File: src/rtl/rob_recovery_ctrl_pkg.sv
// Shared types and constants for the ROB mispredict-recovery sequencer and its consumers.
`ifndef PREG_IDX_WIDTH
`define PREG_IDX_WIDTH 7
`endif

package rob_recovery_ctrl_pkg;

  localparam int unsigned ARCH_IDX_WIDTH = 5;
  localparam int unsigned PREG_IDX_WIDTH = `PREG_IDX_WIDTH;

  typedef enum logic [1:0] {
    IDLE = 2'd0,
    WALK = 2'd1,
    DONE = 2'd2
  } recovery_state_t;

  // One RAT/freelist lane: strobe plus the arch register and physical tag it carries.
  typedef struct packed {
    logic                      en;
    logic [ARCH_IDX_WIDTH-1:0] areg;
    logic [PREG_IDX_WIDTH-1:0] preg;
  } recovery_packet_t;

endpackage

File: src/rtl/rob_recovery_ctrl_if.sv
// Branch-resolution, ROB read port, RAT restore and freelist return signals of the recovery sequencer.
interface rob_recovery_ctrl_if #(
  parameter int unsigned ROB_IDX_WIDTH = 6
);
  import rob_recovery_ctrl_pkg::*;

  logic                                 mispredict_valid;
  logic [ROB_IDX_WIDTH-1:0]             mispredict_idx;
  logic [ROB_IDX_WIDTH-1:0]             rob_head;
  logic [ROB_IDX_WIDTH-1:0]             rob_tail;

  logic [1:0][ROB_IDX_WIDTH-1:0]        rob_rd_idx;
  logic [1:0]                           rob_rd_dest_valid;
  logic [1:0][ARCH_IDX_WIDTH-1:0]       rob_rd_arch_dest;
  logic [1:0][PREG_IDX_WIDTH-1:0]       rob_rd_T_new;
  logic [1:0][PREG_IDX_WIDTH-1:0]       rob_rd_T_old;

  logic [1:0]                           rat_restore_en;
  logic [1:0][ARCH_IDX_WIDTH-1:0]       rat_restore_areg;
  logic [1:0][PREG_IDX_WIDTH-1:0]       rat_restore_preg;

  logic [1:0]                           fl_free_en;
  logic [1:0][PREG_IDX_WIDTH-1:0]       fl_free_preg;

  logic                                 rob_tail_set;
  logic [ROB_IDX_WIDTH-1:0]             rob_tail_new;
  logic                                 recovery_busy;
  logic                                 recovery_done;

  modport master (
    input  mispredict_valid, mispredict_idx, rob_head, rob_tail,
    input  rob_rd_dest_valid, rob_rd_arch_dest, rob_rd_T_new, rob_rd_T_old,
    output rob_rd_idx,
    output rat_restore_en, rat_restore_areg, rat_restore_preg,
    output fl_free_en, fl_free_preg,
    output rob_tail_set, rob_tail_new, recovery_busy, recovery_done
  );

  modport slave (
    output mispredict_valid, mispredict_idx, rob_head, rob_tail,
    output rob_rd_dest_valid, rob_rd_arch_dest, rob_rd_T_new, rob_rd_T_old,
    input  rob_rd_idx,
    input  rat_restore_en, rat_restore_areg, rat_restore_preg,
    input  fl_free_en, fl_free_preg,
    input  rob_tail_set, rob_tail_new, recovery_busy, recovery_done
  );

endinterface

File: src/rtl/rob_recovery_ctrl_age_compare.sv
// Circular-buffer age compare: a_older when a sits closer to head than b (ages taken modulo ROB size).
module rob_age_compare #(
  parameter int unsigned ROB_IDX_WIDTH = 6
) (
  input  logic [ROB_IDX_WIDTH-1:0] head,
  input  logic [ROB_IDX_WIDTH-1:0] a,
  input  logic [ROB_IDX_WIDTH-1:0] b,
  output logic                     a_older
);

  logic [ROB_IDX_WIDTH-1:0] age_a;
  logic [ROB_IDX_WIDTH-1:0] age_b;

  always_comb begin
    age_a   = a - head;
    age_b   = b - head;
    a_older = (age_a < age_b);
  end

endmodule

File: src/rtl/rob_recovery_ctrl.sv
// Mispredict recovery: walks squashed ROB entries youngest-first two per cycle, restoring RAT
// mappings and freeing tags, then truncates the ROB tail to just past the branch.
module rob_recovery_ctrl
  import rob_recovery_ctrl_pkg::*;
#(
  parameter int unsigned ROB_SIZE      = 64,
  parameter int unsigned ROB_IDX_WIDTH = $clog2(ROB_SIZE)
) (
  input logic                 clock,
  input logic                 reset,
  rob_recovery_ctrl_if.master bus
);

  localparam logic [ROB_IDX_WIDTH-1:0] IDX_ONE = ROB_IDX_WIDTH'(1);

  recovery_state_t          state_q, state_d;
  logic [ROB_IDX_WIDTH-1:0] ptr_q, ptr_d;
  logic [ROB_IDX_WIDTH-1:0] remaining_q, remaining_d;
  logic [ROB_IDX_WIDTH-1:0] target_q, target_d;
  logic [ROB_IDX_WIDTH-1:0] accept_remaining;
  logic [ROB_IDX_WIDTH-1:0] step;
  logic                     new_older;
  logic                     extend;
  logic [1:0]               active;

  recovery_packet_t [1:0]          restore;
  logic [1:0][PREG_IDX_WIDTH-1:0]  free_preg;

  rob_age_compare #(
    .ROB_IDX_WIDTH(ROB_IDX_WIDTH)
  ) u_age_compare (
    .head    (bus.rob_head),
    .a       (bus.mispredict_idx),
    .b       (target_q),
    .a_older (new_older)
  );

  always_ff @(posedge clock or posedge reset) begin
    if (reset) begin
      state_q     <= IDLE;
      ptr_q       <= '0;
      remaining_q <= '0;
      target_q    <= '0;
    end else begin
      state_q     <= state_d;
      ptr_q       <= ptr_d;
      remaining_q <= remaining_d;
      target_q    <= target_d;
    end
  end

  always_comb begin
    state_d          = state_q;
    ptr_d            = ptr_q;
    remaining_d      = remaining_q;
    target_d         = target_q;
    active           = '0;
    step             = '0;
    restore          = '0;
    free_preg        = '0;
    bus.rob_rd_idx   = '0;
    bus.rob_tail_set = 1'b0;
    bus.rob_tail_new = '0;
    bus.recovery_busy = 1'b0;
    bus.recovery_done = 1'b0;
    extend           = bus.mispredict_valid && new_older;
    accept_remaining = bus.rob_tail - bus.mispredict_idx - IDX_ONE;

    unique case (state_q)
      IDLE: begin
        if (bus.mispredict_valid) begin
          target_d    = bus.mispredict_idx;
          ptr_d       = bus.rob_tail - IDX_ONE;
          remaining_d = accept_remaining;
          state_d     = (accept_remaining == '0) ? DONE : WALK;
        end
      end

      WALK: begin
        bus.recovery_busy = 1'b1;
        bus.rob_rd_idx[0] = ptr_q;
        bus.rob_rd_idx[1] = ptr_q - IDX_ONE;
        active[0]         = (remaining_q != '0);
        active[1]         = (remaining_q > IDX_ONE);
        for (int unsigned k = 0; k < 2; k++) begin
          if (active[k] && bus.rob_rd_dest_valid[k]) begin
            restore[k].en   = 1'b1;
            restore[k].areg = bus.rob_rd_arch_dest[k];
            restore[k].preg = bus.rob_rd_T_old[k];
            free_preg[k]    = bus.rob_rd_T_new[k];
          end
        end
        step        = ROB_IDX_WIDTH'(active[0]) + ROB_IDX_WIDTH'(active[1]);
        ptr_d       = ptr_q - step;
        remaining_d = remaining_q - step;
        // An older branch appends the entries between the two branches behind the current walk.
        if (extend) begin
          target_d    = bus.mispredict_idx;
          remaining_d = remaining_q - step + (target_q - bus.mispredict_idx);
        end
        state_d = (remaining_d == '0) ? DONE : WALK;
      end

      DONE: begin
        bus.recovery_busy = 1'b1;
        // ptr_q already equals the old target here, so an extension resumes walking from it.
        if (extend) begin
          target_d    = bus.mispredict_idx;
          remaining_d = target_q - bus.mispredict_idx;
          state_d     = WALK;
        end else begin
          bus.rob_tail_set  = 1'b1;
          bus.rob_tail_new  = target_q + IDX_ONE;
          bus.recovery_done = 1'b1;
          state_d           = IDLE;
        end
      end

      default: begin
        state_d = IDLE;
      end
    endcase
  end

  always_comb begin
    for (int unsigned k = 0; k < 2; k++) begin
      bus.rat_restore_en[k]   = restore[k].en;
      bus.rat_restore_areg[k] = restore[k].areg;
      bus.rat_restore_preg[k] = restore[k].preg;
      bus.fl_free_en[k]       = restore[k].en;
      bus.fl_free_preg[k]     = free_preg[k];
    end
  end

endmodule

File: src/flat_wrapper.sv
// flat-port wrapper written by rule: the top's interface ports become plain ports
module rob_recovery_ctrl_flat import rob_recovery_ctrl_pkg::*;
#(
  parameter int unsigned ROB_SIZE      = 64,
  parameter int unsigned ROB_IDX_WIDTH = $clog2(ROB_SIZE)
)
  (clock, reset, bus_mispredict_valid, bus_mispredict_idx, bus_rob_head, bus_rob_tail, bus_rob_rd_dest_valid, bus_rob_rd_arch_dest, bus_rob_rd_T_new, bus_rob_rd_T_old, bus_rob_rd_idx, bus_rat_restore_en, bus_rat_restore_areg, bus_rat_restore_preg, bus_fl_free_en, bus_fl_free_preg, bus_rob_tail_set, bus_rob_tail_new, bus_recovery_busy, bus_recovery_done);
  rob_recovery_ctrl_if #(.ROB_IDX_WIDTH(ROB_IDX_WIDTH)) bus_i ();
  input logic clock;
  input logic reset;
  input wire logic [$bits(bus_i.mispredict_valid)-1:0] bus_mispredict_valid;
  input wire logic [$bits(bus_i.mispredict_idx)-1:0] bus_mispredict_idx;
  input wire logic [$bits(bus_i.rob_head)-1:0] bus_rob_head;
  input wire logic [$bits(bus_i.rob_tail)-1:0] bus_rob_tail;
  input wire logic [$bits(bus_i.rob_rd_dest_valid)-1:0] bus_rob_rd_dest_valid;
  input wire logic [$bits(bus_i.rob_rd_arch_dest)-1:0] bus_rob_rd_arch_dest;
  input wire logic [$bits(bus_i.rob_rd_T_new)-1:0] bus_rob_rd_T_new;
  input wire logic [$bits(bus_i.rob_rd_T_old)-1:0] bus_rob_rd_T_old;
  output wire logic [$bits(bus_i.rob_rd_idx)-1:0] bus_rob_rd_idx;
  output wire logic [$bits(bus_i.rat_restore_en)-1:0] bus_rat_restore_en;
  output wire logic [$bits(bus_i.rat_restore_areg)-1:0] bus_rat_restore_areg;
  output wire logic [$bits(bus_i.rat_restore_preg)-1:0] bus_rat_restore_preg;
  output wire logic [$bits(bus_i.fl_free_en)-1:0] bus_fl_free_en;
  output wire logic [$bits(bus_i.fl_free_preg)-1:0] bus_fl_free_preg;
  output wire logic [$bits(bus_i.rob_tail_set)-1:0] bus_rob_tail_set;
  output wire logic [$bits(bus_i.rob_tail_new)-1:0] bus_rob_tail_new;
  output wire logic [$bits(bus_i.recovery_busy)-1:0] bus_recovery_busy;
  output wire logic [$bits(bus_i.recovery_done)-1:0] bus_recovery_done;
  assign bus_i.mispredict_valid = bus_mispredict_valid;
  assign bus_i.mispredict_idx = bus_mispredict_idx;
  assign bus_i.rob_head = bus_rob_head;
  assign bus_i.rob_tail = bus_rob_tail;
  assign bus_i.rob_rd_dest_valid = bus_rob_rd_dest_valid;
  assign bus_i.rob_rd_arch_dest = bus_rob_rd_arch_dest;
  assign bus_i.rob_rd_T_new = bus_rob_rd_T_new;
  assign bus_i.rob_rd_T_old = bus_rob_rd_T_old;
  assign bus_rob_rd_idx = bus_i.rob_rd_idx;
  assign bus_rat_restore_en = bus_i.rat_restore_en;
  assign bus_rat_restore_areg = bus_i.rat_restore_areg;
  assign bus_rat_restore_preg = bus_i.rat_restore_preg;
  assign bus_fl_free_en = bus_i.fl_free_en;
  assign bus_fl_free_preg = bus_i.fl_free_preg;
  assign bus_rob_tail_set = bus_i.rob_tail_set;
  assign bus_rob_tail_new = bus_i.rob_tail_new;
  assign bus_recovery_busy = bus_i.recovery_busy;
  assign bus_recovery_done = bus_i.recovery_done;
  rob_recovery_ctrl #(.ROB_SIZE(ROB_SIZE), .ROB_IDX_WIDTH(ROB_IDX_WIDTH)) u_core (.clock(clock), .reset(reset), .bus(bus_i));
endmodule
File: config.mk
export PLATFORM = sky130hd
export DESIGN_NAME = rob_recovery_ctrl_flat
export DESIGN_NICKNAME = d
export VERILOG_FILES = /design/src/rtl/rob_recovery_ctrl_pkg.sv /design/src/rtl/rob_recovery_ctrl_if.sv /design/src/rtl/rob_recovery_ctrl_age_compare.sv /design/src/rtl/rob_recovery_ctrl.sv /design/src/flat_wrapper.sv
export SDC_FILE = /design/constraint.sdc
export NUM_CORES = 1
export LEC_CHECK = 0
export ABC_CLOCK_PERIOD_IN_PS = 11300
export BUFFER_PORTS_ARGS = -buffer_cell sky130_fd_sc_hd__clkbuf_2
export CORE_MARGIN = 10
export CORE_UTILIZATION = 54
export DETAILED_ROUTE_END_ITERATION = 8
export PLACE_DENSITY_LB_ADDON = 0.12
export SLEW_MARGIN = 15
export SYNTH_ARGS = -nofsm -noshare
export SYNTH_HDL_FRONTEND = slang
export SYNTH_HIERARCHICAL = 1
export SYNTH_SLANG_ARGS = --single-unit
File: constraint.sdc
create_clock -name clock -period 11.3 [get_ports clock]
set_input_delay 1.13 -clock clock [delete_from_list [all_inputs] [get_ports clock]]
set_output_delay 1.13 -clock clock [all_outputs]
set_load 0.005 [all_outputs]
==> summary.txt <==
io pins: 124
H-tree depth: 1
cells after synthesis: 393
critical path required time: 10.17 ns
Worst Path Arrival: 4.15 ns
Post-synth EDFFs: 0
worst skew pair latency: 0.26 ns
initial DRC count: 130
Layout area overhead: 22.2%
detailed-router iteration count before antenna repair: 4
clk_skew: 0.00647 ns
Total Power: 1.17 mW
Routability Congestion: 0.843
detail-routed via count per cell: 5.32
Worst-path clk slew: 0.08 ns
clk buf depth: 2
postcts setup bufs: 0
count leader, synth: and2_1
DP Area: 0.00371 sq mm
unrepaired setup endpoints after global routing: no
Clock Tree Root: clkbuf_8
# resized after CTS: 0
# setup viols final: 0
sequential area share after synthesis: 0.162
fin area: 0.00377 sq mm
layout cells sized above 1: 0.270
most frequent cells after synthesis: and2_1, ha_1, nand2_1
status: completed
Hold Vio Cnt, Final: 0
P per Cell Area: 311 mW/mm^2
HP Class: reg2reg
Post-synth top flop: dfrtp_1
Synth top area share: 0.171
number of library cell types mapped by synthesis: 48
Rows: 27
vias in the first global route: 2895
PortBufs: 123
WL final: 8490 um
synthesized flop and latch total: 20
highest clock rate: 0.190 GHz
max-slew violation count: 0
Final Cycle Share: 0.467
Worst Max-Slew Pin Slew: 0.929 ns
die height: 95.5 um
max_cap viols: 0
drt drc: 0
clock sink count: 20
Die Outline Area: 0.00913 sq mm
antenna violations before repair: 0
first-pass GRT wire length: 13700 um
largest net degree at the start of global routing: 32
Starting Density: 0.560
Ant. Diodes: 0
Final HPWL DP: 7310 um
Mapped Nets: 503
final setup TNS: 0 ns
worst vdd ir: 158 uV
Rel. slew slack: 0.381
TritonCTS clock tree: built
top area cells in the synthesized netlist: ha_1, dfrtp_1, and2_1, xnor2_1, nand2_1
CTS Buf Count: 3
fin crit period: 5.28 ns
ys async rst share: 1.00
placed cell count: 571
core footprint: 0.00551 sq mm
vias after detailed routing: 3059
Leak Pwr: 2.02 nW
Die Width: 95.5 um
fin util: 0.684
number of nets with antenna violations after routing: 0
CP Capture Type: output port
post-route insts no fill: 575
Setup CP Type: in2out
syn_area_per_cell: 7.84 sq um
Global Route Usage Sum: 0.178
largest area contributor in the netlist: ha_1
synth warn: 6
WL per Instance: 14.8 um
total gr overflow: 0
final net count: 614
CTS Hold Bufs: 0
Post-Synthesis Cell Area: 0.00308 sq mm
Max FO, Critical Path: 13
startpoint types: input port
-- where the power goes --
part           internal (mW)  switching, mW
registers              0.113         0.0549
clock network         0.0311         0.0249
logic                  0.443          0.507
total                  0.587          0.587
-- critical path, stage by stage --
cell      delay, ns
clkbuf_2       0.10
inv_1          0.05
ha_1           0.18
inv_1          0.07
fa_1           0.40
a21o_1         0.18
a21oi_1        0.20
xnor2_1        0.14
ha_1           0.26
a21oi_1        0.15
o31ai_1        0.09
a21oi_1        0.30
nand2_1        0.31
nand2_1        0.35
nor2_1         0.09
clkbuf_2       0.12
-- cell families after synthesis --
group,after synthesis,synth area share
DFF,20,0.162
AOI/OAI and AO/OA,90,0.189
muxes,8,0.0280
buffers and inverters,48,0.0621
and+or+nand+nor,144,0.241
adders and majority gates,49,0.216
xor gates and xnor gates,34,0.102
-- per-stage QoR --
step           hold WS, ns  setup slack [ns]
5_1_grt              0.541              5.72
3_5_place_dp         0.486              6.03
2_1_floorplan        0.450              6.58
3_3_place_gp         0.473              6.22
6_report             0.494              6.02
4_1_cts              0.504              6.02
-- final timing paths --
check | startpoint | endpoint | slack (ns) | depth (start not counted)
min | u_core/remaining_q[0] | u_core/remaining_q[0] | 0.49 | 2
max | bus_mispredict_idx[0] | bus_rob_tail_new[2] | 6.02 | 16
max in group asynchronous | reset | u_core/target_q[0] | 9.84 | 2
max reg2reg | u_core/target_q[0] | u_core/state_q[0] | 7.11 | 16
min in group asynchronous | reset | u_core/target_q[1] | 0.98 | 2
min reg2reg | u_core/remaining_q[0] | u_core/remaining_q[0] | 0.49 | 2
-- cells in the final DEF, fill, tap and decap left out, drive strengths merged, types with 7 or more instances in the layout --
cell / count
ha: 42
a21oi: 17
fa: 7
nor2: 20
xnor2: 18
and2: 50
nand2: 39
nand3: 7
a21o: 9
nor3: 9
dfrtp: 20
xor2: 16
clkbuf: 127
o21ai: 25
inv: 31
-- area by class of cell --
cell class	instances	area, sq um
Clock buffer	4	55.1
Fill cell	520	1740
Inverter	31	116
Multi-Input combinational cell	325	2390
Sequential cell	20	500
Tap cell	72	90.1
Timing Repair Buffer	123	616
-- registers in the layout (all words and copies together), names as in the netlist --
| name | count |
|---|---|
| u_core/state_q | 2 |
| u_core/target_q | 6 |
| u_core/remaining_q | 6 |
| u_core/ptr_q | 6 |
-- layer usage --
| layer | part of all wire | wire length (um) | track usage |
|---|---|---|---|
| met1 | 0.43 | 3620 | 0.228 |
| met2 | 0.47 | 3980 | 0.300 |
| met3 | 0.096 | 818 | 0.0440 |
| met4 | 0.0085 | 72 | 0.0319 |
| met5 | 0 | 0 | 0 |
No activity file was read; power rests on OpenSTA's default activity.
